**config.mk**
```make
export PLATFORM = sky130hd
export DESIGN_NAME = led_mode_ctrl
export DESIGN_NICKNAME = d
export VERILOG_FILES = /design/src/rtl/led_mode_ctrl.sv
export SDC_FILE = /design/constraint.sdc
export NUM_CORES = 1
export LEC_CHECK = 0
export ABC_AREA = 1
export CAP_MARGIN = 20
export CORE_MARGIN = 4
export CORE_UTILIZATION = 59
export CTS_CLUSTER_DIAMETER = 30
export DETAILED_ROUTE_END_ITERATION = 16
export PLACE_DENSITY_LB_ADDON = 0.25
export SLEW_MARGIN = 10
export SYNTH_ARGS = -nofsm -noshare
export SYNTH_HDL_FRONTEND = slang
export SYNTH_SLANG_ARGS = --single-unit
```
**constraint.sdc**
```tcl
create_clock -name clk -period 1.7 [get_ports clk]
set_clock_uncertainty 0.05 [all_clocks]
set_input_delay 0.34 -clock clk [delete_from_list [all_inputs] [get_ports clk]]
set_output_delay 0.34 -clock clk [all_outputs]
set_load 0.05 [all_outputs]
```
**src/rtl/led_mode_ctrl.sv**
```systemverilog
// led_mode_ctrl: LED mode scheduler (off, on, slow/fast blink) driven by debounced key pulses;
// define LED_BREATHE_EN to add mode 4, a triangle-duty PWM breathe.
module led_mode_ctrl #(
  parameter int SLOW_DIV       = 25_000_000,
  parameter int FAST_DIV       = 5_000_000,
  parameter int PWM_BITS       = 8,
  parameter int BREATHE_STEP   = 195_312,
  parameter bit LED_ACTIVE_LOW = 1'b1
) (
  input  logic       clk,
  input  logic       rst,
  input  logic       en,
  input  logic       key_next,
  input  logic       key_prev,
  output logic       led,
  output logic [2:0] mode,
  output logic       mode_chg
);
  localparam int CW = $clog2(SLOW_DIV);
  localparam logic [CW-1:0] SLOW_MAX = CW'(SLOW_DIV - 1);
  localparam logic [CW-1:0] FAST_MAX = CW'(FAST_DIV - 1);
  localparam logic DARK = LED_ACTIVE_LOW;
`ifdef LED_BREATHE_EN
  localparam logic [2:0] LAST = 3'd4;
`else
  localparam logic [2:0] LAST = 3'd3;
`endif
  typedef enum logic [2:0] {OFF, ON, BLINK_SLOW, BLINK_FAST, BREATHE} mode_t;
  if (FAST_DIV < 2 || FAST_DIV > SLOW_DIV || PWM_BITS < 1 || BREATHE_STEP < 1) begin : g_bad_cfg
    $error("led_mode_ctrl: invalid parameter set");
  end
  mode_t         r_mode;
  logic          r_mode_chg;
  logic          r_led;
  logic          r_phase;
  logic [CW-1:0] r_cnt;
  logic          w_chg;
  logic          w_blink;
  logic          w_wrap;
  logic          w_lit;
  mode_t         w_next;
  assign w_chg   = key_next ^ key_prev;
  assign w_blink = (r_mode == BLINK_SLOW) || (r_mode == BLINK_FAST);
  assign w_wrap  = r_cnt == ((r_mode == BLINK_FAST) ? FAST_MAX : SLOW_MAX);
  assign w_next  = key_next ? ((r_mode == LAST) ? OFF : mode_t'(r_mode + 3'd1))
                            : ((r_mode == OFF) ? mode_t'(LAST) : mode_t'(r_mode - 3'd1));
`ifdef LED_BREATHE_EN
  localparam int SW = $clog2(BREATHE_STEP + 1);
  localparam logic [SW-1:0]       STEP_MAX = SW'(BREATHE_STEP - 1);
  localparam logic [PWM_BITS-1:0] DUTY_MAX = '1;
  localparam logic [PWM_BITS-1:0] DUTY_ONE = PWM_BITS'(1);
  logic [PWM_BITS-1:0] r_pwm;
  logic [PWM_BITS-1:0] r_duty;
  logic [SW-1:0]       r_step;
  logic                r_dir;
  assign w_lit = (r_mode == ON) || (w_blink && !r_phase) || ((r_mode == BREATHE) && (r_pwm < r_duty));
  // r_dir: 0 = duty rising, 1 = falling; it flips on the step that lands on an endpoint
  always_ff @(posedge clk or posedge rst)
    if (rst) begin
      r_pwm  <= '0;
      r_duty <= '0;
      r_step <= '0;
      r_dir  <= 1'b0;
    end else if (!en || w_chg || r_mode != BREATHE) begin
      r_pwm  <= '0;
      r_duty <= '0;
      r_step <= '0;
      r_dir  <= 1'b0;
    end else begin
      r_pwm  <= r_pwm + 1'b1;
      r_step <= (r_step == STEP_MAX) ? '0 : r_step + 1'b1;
      if (r_step == STEP_MAX) begin
        r_duty <= r_dir ? r_duty - 1'b1 : r_duty + 1'b1;
        r_dir  <= r_dir ? (r_duty != DUTY_ONE) : (r_duty == DUTY_MAX - 1'b1);
      end
    end
`else
  assign w_lit = (r_mode == ON) || (w_blink && !r_phase);
`endif
  always_ff @(posedge clk or posedge rst)
    if (rst) begin
      r_mode     <= OFF;
      r_mode_chg <= 1'b0;
      r_led      <= DARK;
      r_cnt      <= '0;
      r_phase    <= 1'b0;
    end else begin
      r_mode_chg <= en && w_chg;
      r_led      <= (en && w_lit) ? ~DARK : DARK;
      if (en && w_chg)
        r_mode <= w_next;
      if (!en || w_chg || !w_blink) begin
        r_cnt   <= '0;
        r_phase <= 1'b0;
      end else if (w_wrap) begin
        r_cnt   <= '0;
        r_phase <= ~r_phase;
      end else
        r_cnt <= r_cnt + 1'b1;
    end
  assign led      = r_led;
  assign mode     = r_mode;
  assign mode_chg = r_mode_chg;
endmodule
```
; Word-level counts from Yosys, hierarchy flattened
; Index checks and enable logic that the tools add are counted.
[totals]
mem_bits_rw = 0
mem_bits_ro = 0
ff_bits = 31
latchBits = 0
memories = 0
out_inout_bits = 5
word_cells = 35
[op_classes]
shifts = 0
mul = 0
magnitude_cmp = 0
n_addsub = 3
n_reduce_logical = 12
bitwise = 2
muxes = 9
n_div = 0
n_eq_ne = 4
[ops]
columns = operator, n
row1 = two-way mux 25 bit, 3
row2 = adder 25 x 1 -> 25 bit (second input constant), 1
row3 = equality test 25 bit, 1
row4 = two-way mux 3 bit, 3
row5 = equality test 3 x 2 -> 1 bit (second input constant), 2
row6 = logical OR 1 bit, 4
row7 = adder 3 x 1 -> 3 bit (second input constant), 1
row8 = equality test 3 x 1 -> 1 bit (second input constant), 1
row9 = logical AND 1 bit, 3
row10 = zero test 1 bit, 3
row11 = zero test 3 bit, 1
row12 = two-way mux 1 bit, 3
row13 = subtractor 3 x 1 -> 3 bit (second input constant), 1
row14 = nonzero test 2 bit, 1
row15 = NOT 1 bit, 1
row16 = bitwise XOR 1 bit, 1

; Logic depth before layout (Yosys ltp)
; Gate-level depths: netlist of run 1.
[depth]
word_depth = 6
mapped_depth = 10

; Least setup slack after synthesis of run 1
; OpenSTA, ideal clock, no wires.
[synth_timing]
kind = register to register
start = register r_mode[0], in the netlist mode[0]
end = register r_cnt[11]
arrival_ns = 1.657
setup_time_ns = 0.121
setup_slack_ns = -0.128
stages_incl_launch_ff = 8
period_less_slack_ns = 1.828
path_cell_list = dfrtp_1 -> inv_1 -> ha_1 -> o211ai_1 -> nor2_2 -> nand2_4 -> buf_12 -> nor2_2
[synth_between]
elab_chain_cells = 5
[synth_lines]
columns = element, line
row1 = start: declaration, 32  ; mode_t r_mode;
row2 = start signal: assignment, 91  ; r_mode <= w_next;
row3 = "equality test 3 x 2 -> 1 bit, on equally long branches", "43, 44"
row4 = two-way mux 25 bit / logical OR 1 bit (equally long branches), "44, 43"
row5 = equality test 25 bit / zero test 1 bit (equally long branches), "44, 92"
row6 = two-way mux 25 bit / logical OR 1 bit (equally long branches), "95, 92"
row7 = two-way mux 25 bit (*), 92  ; if (!en || w_chg || !w_blink) begin
row8 = end signal: assignment, 99  ; r_cnt <= r_cnt + 1'b1;
row9 = end: declaration, 36  ; logic [CW-1:0] r_cnt;
; Every way passes the cells marked *; elsewhere a longest branch is shown, timed or not.
; A chain may end at the register's enable or synchronous reset.

; Final worst setup path of run 1
[layout_timing]
start = register r_cnt[1]
end = register r_phase
[layout_between]
elab_chain_cells = 2
[layout_lines]
columns = element, line
row1 = equality test 25 bit, 44  ; assign w_wrap = r_cnt == ((r_mode == BLINK_FAST) ? FAST_MAX : SLOW_MAX);
row2 = nonzero test 2 bit (no source line), -
row3 = end signal: assignment, 97  ; r_phase <= ~r_phase;
row4 = end: declaration, 35  ; logic r_phase;
; Every way passes these cells.

==> impl_results.rst, run 1 <==
.. list-table::
   :header-rows: 1

   * - Metric
     - Value
   * - Run status
     - complete, no violations
   * - Number of antenna violations at the first check in global routing
     - 0
   * - Leftover overflow at the end of global routing
     - 0
   * - Critical Path RT
     - just under 2 ns
   * - Maximum number of pins on one net before global-route repair
     - 26
   * - NetSw
     - ~0.00074 W
   * - Number of nets in the layout
     - 305
   * - First DRT Iteration DRCs
     - about 190
   * - Setup total negative slack
     - 0 ns
   * - Global-route track usage on met1
     - a little under a third
   * - Clk Latency, worst-skew pair
     - ~0.35 ns
   * - Count of vias placed by the detailed router
     - roughly 1800
   * - Area of the die
     - between 0.004 and 0.005 sq mm
   * - Part of the power in registers
     - between 40% and 50%
   * - Clock buffer count from CTS
     - 5
   * - Sequential element share of the synthesized area
     - 39.33%
   * - Cell-internal power
     - around 0.0013 W
   * - Highest clock rate
     - ~600 MHz
   * - Final setup violation count
     - 0
   * - Register-to-register setup slack
     - roughly 0.027 ns
   * - First-pass iteration count of the detailed router
     - 6
   * - Antenna diode instance count
     - 0
   * - Detailed-placement wirelength estimate
     - between 3000 and 4000 um
   * - First-pass GRT wire length
     - about 7400 um
   * - Sinks on the clock net
     - 31
   * - Routed wire length
     - roughly 4900 um
   * - Via density per instance
     - 5.425
   * - Clk pin slew, worst setup/hold paths
     - ~0.10 ns
   * - Instance count of the mapped netlist
     - 267
   * - Last weighted congestion value of the routability-driven placer
     - between 0.8 and 0.9
   * - Async set-or-reset flop fraction in the synthesized netlist
     - 100.0%
   * - Number of violations of the max-capacitance limit
     - 0
   * - Placed cells
     - ~330
   * - P&R area growth vs syn
     - 19.63%
   * - Highest fanout seen on the critical path
     - 3
   * - Remaining routing DRC violations
     - 0
   * - Critical path startpoint category
     - flop
   * - Synth Register Bits
     - 31
   * - Post-synth cell types
     - 26
   * - Fin. max-slew vios
     - 0
   * - Most frequently used flop master after synthesis
     - dfrtp_1
   * - Met2 global-route usage
     - about 35%
   * - Power per Cell Area
     - ~870 mW/mm^2
   * - Max VDD drop
     - about 0.93 mV
   * - Syn avg cell area
     - roughly 7.4 sq um
   * - Class of the most critical hold timing path
     - input pin to async pin
   * - Initial Utilization
     - 63.16%
   * - Leakage dissipation
     - 1.034 nW
   * - Tcrit/Tclk final
     - between 90% and 100%
   * - Clock tree root buffer cell
     - clkbuf_4
   * - Warnings from Yosys
     - 0
   * - Floorplan die height
     - approximately 66 um
   * - Antenna viol nets, final
     - 0
   * - Layout cells sized above 1
     - 20.00%
   * - Worst r2r dst
     - r_phase
   * - Worst slew margin relative to its limit
     - approximately 74%
   * - Worst reg2reg path startpoint
     - r_cnt[1]
   * - Count of buffers from port buffering
     - 9
   * - Setup Slack @ Placement
     - -0.05934 ns
   * - Final Worst Setup Slack
     - roughly 0.027 ns
   * - Total GRT Usage
     - roughly 22%
   * - Clock Power Share
     - 24.6%
   * - Net count after synthesis
     - about 280
   * - Setup repair after global routing missed its margin
     - yes
   * - Type of element capturing the critical path
     - flop
   * - Ports placed on the boundary
     - 10
   * - Avg WL per Cell
     - ~14 um
   * - CTS HTree Levels
     - 2
   * - Transition time of the tightest slew-check pin
     - around 0.4 ns
   * - Netlist Area Pre-Place
     - between 0.0015 and 0.002 sq mm
   * - Most congested layer reported by global routing
     - met2
   * - Floorplan row count
     - 20
   * - Global routing usage on met3
     - 4.252%
   * - Overall die width
     - 65.87 um
   * - EDFF count, synth
     - 0
   * - Worst Path Arrival
     - around 1.9 ns
   * - Critical path start-end classification
     - flop to flop
   * - Number of global-route vias before repair
     - approximately 1700
   * - Power share of the combinational group
     - between 30 and 40%
   * - Shortest clock period the worst path allows after layout
     - approximately 1.7 ns
   * - Placeable core region
     - around 0.0031 sq mm
   * - Worst r2r path cells
     - 7
   * - Final Hold Vio Count
     - 0
   * - Worst-case hold slack
     - around 0.19 ns
   * - Post-route non-filler standard cell count
     - between 300 and 400
   * - Clock tree from TritonCTS
     - built
   * - Switching power share of the total
     - 35.73%
   * - Longest Clk Path Bufs
     - 2
[flip-flops by register name, indices dropped and copies added, names as in the netlist]
signal,flops
led,1
mode,3
mode_chg,1
r_cnt,25
r_phase,1
[power by group through the flow]
stage	Sequential (W)	Combinational (W)	Clock (W)
5_1_grt	0.000863	0.000760	0.000544
4_1_cts	0.000842	0.000640	0.000508
6_report	0.000855	0.000704	0.000508
3_5_place_dp	0.000854	0.000639	0
3_3_place_gp	0.000852	0.000632	0
2_1_floorplan	0.000994	0.000230	0
[timing repair]
item | in CTS | in global routing
gates resized for setup | 0 | 11
setup endpoints to repair | 0 | 25
hold buffers | 0 | 0
setup buffers | 0 | 3
[critical path, cell delays in order (launching register included)]
cell and delay, ns:
dfrtp_1 0.37, ha_2 0.21, nand2_2 0.11, nor3_1 0.33
nand3_1 0.18, nor2_1 0.18, nand4_1 0.11, nand2_1 0.08
[placed cells by master (no fill, tap or decap), types with 2 or more instances in the layout]
master / instances
clkdlybuf4s50_1: 4
inv_1: 34
xor2_1: 13
buf_12: 4
nand3_2: 2
nor2_4: 3
clkbuf_4: 5
nand2_8: 2
nand2_4: 3
nor3_1: 2
nor3b_1: 3
dfrtp_1: 28
nand3_1: 19
dfrtp_2: 2
a21oi_1: 4
nand2_2: 3
buf_4: 10
a31oi_1: 2
nand2_1: 61
nand4_1: 2
ha_1: 4
o21ai_0: 2
inv_2: 3
o22ai_1: 3
clkbuf_8: 2
nor2_2: 14
nor2_1: 52
[through the flow]
step                      power (W)  util [%]  area (sq um)
final                      0.002067     75.56          2364
after global routing       0.002167     75.56          2364
after CTS                  0.001990     72.08          2255
after detailed placement   0.001493     69.88          2186
after global placement     0.001485     69.88          2186
after floorplan            0.001225         -          1978
[final cells by class]
class | instances | area [sq um]
Fill cell | 239 | 764.5
Timing Repair Buffer | 18 | 195.2
Multi-Input combinational cell | 201 | 1126
Inverter | 37 | 138.9
Tap cell | 44 | 55.05
Sequential cell | 31 | 779.5
Clock buffer | 8 | 68.82
[worst max path at each step]
| stage | start | end | slack, ns | depth (start not counted) |
|---|---|---|---|---|
| after global routing | r_cnt[1] | r_phase | -0.03 | 7 |
| after global placement | en | r_cnt[2] | 0.03 | 5 |
| after detailed placement | en | r_cnt[2] | -0.06 | 5 |
| final | r_cnt[1] | r_phase | 0.03 | 7 |
| after floorplan | mode[0] | r_cnt[11] | 0.02 | 10 |
| after CTS | mode[0] | r_cnt[19] | 0.02 | 9 |
[synthesized netlist by cell type (3+ instances only)]
cell type  instances  area [sq um]
a21oi_1            4         20.02
dfrtp_1           30         750.7
ha_1               6         75.07
inv_1             36         135.1
nand2_1           62         232.7
nand3_1           19         95.09
nand3_2            3         30.03
nor2_1            52         195.2
nor2_2            16         100.1
nor3b_1            3         22.52
o22ai_1            3         18.77
xor2_1            13         113.9
[per-layer routing]
| layer | up-vias | share of wire [%] |
|---|---|---|
| met3 | 10 | 9.5 |
| met5 | - | 0 |
| li1 | 889 | - |
| met4 | 0 | 1.6 |
| met2 | 82 | 46 |
| met1 | 858 | 43 |
[cell families (layout without fill, tap and decap cells)]
| kind of cell | Yosys count | after routing | synth area share [%] |
|---|---|---|---|
| simple gates | 165 | 168 | 38.70 |
| buf+inv | 38 | 63 | 8.043 |
| flops | 31 | 31 | 39.33 |
| xor+xnor | 14 | 14 | 6.207 |
| compound gates | 13 | 13 | 3.927 |
| fa+ha+maj | 6 | 6 | 3.800 |
Power figures use the tool's default switching activity.
==> inputs of run 2 (changes only) <==
--- a/config.mk
+++ b/config.mk
@@ -8,7 +8,7 @@
 export ABC_AREA = 1
 export CAP_MARGIN = 20
 export CORE_MARGIN = 4
-export CORE_UTILIZATION = 59
+export CORE_UTILIZATION = 32
 export CTS_CLUSTER_DIAMETER = 30
 export DETAILED_ROUTE_END_ITERATION = 16
 export PLACE_DENSITY_LB_ADDON = 0.25
==> constraint.sdc (replaced) <==
create_clock -name clk -period 1.7 [get_ports clk]
set_clock_uncertainty 0.05 [all_clocks]
set_input_delay 0.34 -clock clk [delete_from_list [all_inputs] [get_ports clk]]
set_output_delay 0.34 -clock clk [all_outputs]
set_load 0.01 [all_outputs]
==> run 2 against run 1 <==
Net effect: die area grew 73%; total power shrank 11%; hold slack gained 0.14 ns; highest routed layer unchanged; sequential share of layout area grew 0.37 points; largest cell class unchanged; final area shrank 1.4%; first-iteration DRC count shrank 49%; routed wire length shrank 11%; critical path type unchanged; maximum frequency grew 3.5%; largest power group unchanged; core utilization shrank 36 points; flip-flop and latch count is the same; clock power grew 9.6%.
==> impl_results.rst, run 2 (synthesis gave the netlist of run 1 again) <==
.. list-table::
   :header-rows: 1

   * - Metric
     - Value
   * - NetSw
     - approximately 0.00054 W
   * - Initial Utilization
     - around a third
   * - Fin. max-slew vios
     - 0
   * - Maximum number of pins on one net before global-route repair
     - 32
   * - Clock Power Share
     - between 30% and 40%
   * - Setup total negative slack
     - 0 ns
   * - CTS HTree Levels
     - 2
   * - First-pass iteration count of the detailed router
     - 4
   * - Final setup violation count
     - 0
   * - Longest Clk Path Bufs
     - 2
   * - Hold buffer count at cts
     - 0
   * - Worst slew margin relative to its limit
     - 75.01%
   * - Tcrit/Tclk final
     - between 90 and 100%
   * - Multi-input logic area
     - about 0.0010 sq mm
   * - First-pass GRT wire length
     - 7493 um
   * - Power per Cell Area
     - 790.1 mW/mm^2
   * - Final Hold Vio Count
     - 0
   * - Setup repair after global routing missed its margin
     - yes
   * - Area of the die
     - around 0.0075 sq mm
   * - Antenna diode instance count
     - 0
   * - Overall die width
     - between 80 and 90 um
   * - Number of antenna violations at the first check in global routing
     - 0
   * - Critical Path RT
     - around 1.8 ns
   * - Routed wire length
     - around 4300 um
   * - Clk pin slew, worst setup/hold paths
     - 0.06 ns
   * - Leading cell types in the layout, fill and taps excluded
     - 62 x nand2_1, 52 x nor2_1, 36 x inv_1
   * - Count of vias placed by the detailed router
     - approximately 1700
   * - Transition time of the tightest slew-check pin
     - roughly 0.37 ns
   * - Setup Slack @ Placement
     - -0.05770 ns
   * - Number of flip-flops under the largest register name
     - 25
   * - P&R area growth vs syn
     - 17.92%
   * - Part of the power in registers
     - between 40% and 50%
   * - Via density per instance
     - 4.519
   * - Leakage dissipation
     - between 1 and 1.5 nW
   * - Clock tree root buffer cell
     - clkbuf_8
   * - Shortest clock period the worst path allows after layout
     - between 1.5 and 2 ns
   * - Critical path start-end classification
     - flop to flop
   * - Detailed-placement wirelength estimate
     - ~3300 um
   * - Layout cells sized above 1
     - between 15 and 20%
   * - Switching power share of the total
     - between 20% and 30%
   * - Ports placed on the boundary
     - 10
   * - Total GRT Usage
     - between 10% and 20%
   * - Number of global-route vias before repair
     - 1587
   * - First DRT Iteration DRCs
     - 96
   * - Number of nets in the layout
     - just over 300
   * - Number of violations of the max-capacitance limit
     - 0
   * - Register area
     - roughly 780 sq um
   * - Critical path startpoint category
     - flop
   * - Type of element capturing the critical path
     - flop
   * - Power share of the combinational group
     - 25.1%
   * - Register with the highest flop count
     - r_cnt
   * - Avg WL per Cell
     - 11.64 um
   * - Most common library cell in the layout ignoring fill and taps
     - nand2_1
   * - Final Worst Setup Slack
     - between 0.08 and 0.09 ns
   * - Remaining routing DRC violations
     - 0
   * - Highest fanout seen on the critical path
     - 18
   * - Placeable core region
     - between 0.005 and 0.006 sq mm
   * - Highest clock rate
     - a little over 600 MHz
   * - Number of fill cells
     - about 660
   * - Run status
     - complete, no violations
   * - Clock buffer count from CTS
     - 5
   * - Leftover overflow at the end of global routing
     - 0
   * - Last weighted congestion value of the routability-driven placer
     - around 0.85
   * - Floorplan die height
     - 86.58 um
   * - Clk Latency, worst-skew pair
     - 0.28 ns
   * - Sinks on the clock net
     - 31
   * - Count of buffers from port buffering
     - 9
   * - Class of the most critical hold timing path
     - input pin to async pin
   * - Antenna viol nets, final
     - 0
   * - Clock tree from TritonCTS
     - built
   * - Cell-internal power
     - approximately 0.0013 W
   * - Worst Path Arrival
     - 1.73 ns
   * - Floorplan row count
     - 28
   * - Max VDD drop
     - approximately 0.5 mV
## run 2: cell types whose count changed in the layout (fill, tap and decap cells not counted), sizes merged
| cell | change |
|---|---|
| buf | -2 |
| clkdlybuf4s50 | +1 |
| dlygate4sd2 | +2 |
| dlymetal6s2s | +2 |
| nand2 | -3 |
## run 2: area by class of cell
| class | count | area share [%] |
|---|---|---|
| multi-input cells | 198 | 44.84 |
| well taps | 75 | 4.028 |
| repair buffers | 21 | 8.378 |
| flip-flops and latches | 31 | 33.35 |
| clock buffers | 8 | 3.437 |
| inverters | 37 | 5.961 |
## run 2: worst max-delay path: stages (launching register included)
cell,delay (ns)
dfrtp_1,0.41
ha_1,0.24
inv_1,0.08
nor2_1,0.05
nor2_1,0.09
nand3_1,0.07
nand2_1,0.07
nand3_2,0.11
nand2_4,0.24
nor2_1,0.08
## run 2: through the flow
step | power, W | instance area [sq um] | instances | utilization [%] | hold slack (ns)
global route | 0.001980 | 2330 | 370 | 39.12 | 0.3512
detailed placement | 0.001320 | 2235 | 361 | 37.52 | 0.4757
global placement | 0.001321 | 2235 | 361 | 37.52 | 0.4694
floorplan | 0.001091 | 1976 | 267 | - | 0.3623
CTS | 0.001879 | 2312 | 369 | 38.82 | 0.3389
finish | 0.001841 | 2330 | 370 | 39.12 | 0.3358
## run 2: worst paths after layout
kind	from	to	slack (ns)	cells after the start
setup / recovery	mode[0]	r_cnt[20]	0.08	9
hold / removal	rst	r_cnt[1]	0.34	3
setup reg to reg	mode[0]	r_cnt[20]	0.08	9
hold reg to reg	r_cnt[0]	r_cnt[0]	0.48	2
max in group asynchronous	rst	led	1.02	3
min in group clk	r_cnt[0]	r_cnt[0]	0.48	2
## run 2: power by group through the flow
stage,sequential (W),combinational (W),clock (W)
after floorplan,0.000860,0.000231,0
after global placement,0.000837,0.000483,0
after detailed placement,0.000834,0.000486,0
after CTS,0.000822,0.000475,0.000582
after global routing,0.000829,0.000526,0.000624
final,0.000821,0.000462,0.000557
## run 2: routing by layer
layer,part of all wire [%],vias up,wire [um],GRT usage (%)
met3,3.9,4,168,3.612
met4,1.0,0,43,3.683
met1,50,762,2138,17.24
met5,0,-,0,0
li1,-,880,-,-
met2,45,26,1958,20.24
## run 2: timing repair
item | in CTS | in global routing
buffers inserted | 0 | 1
setup endpoints to repair | 2 | 18
pin swaps | 0 | 1
resized for setup | 2 | 3
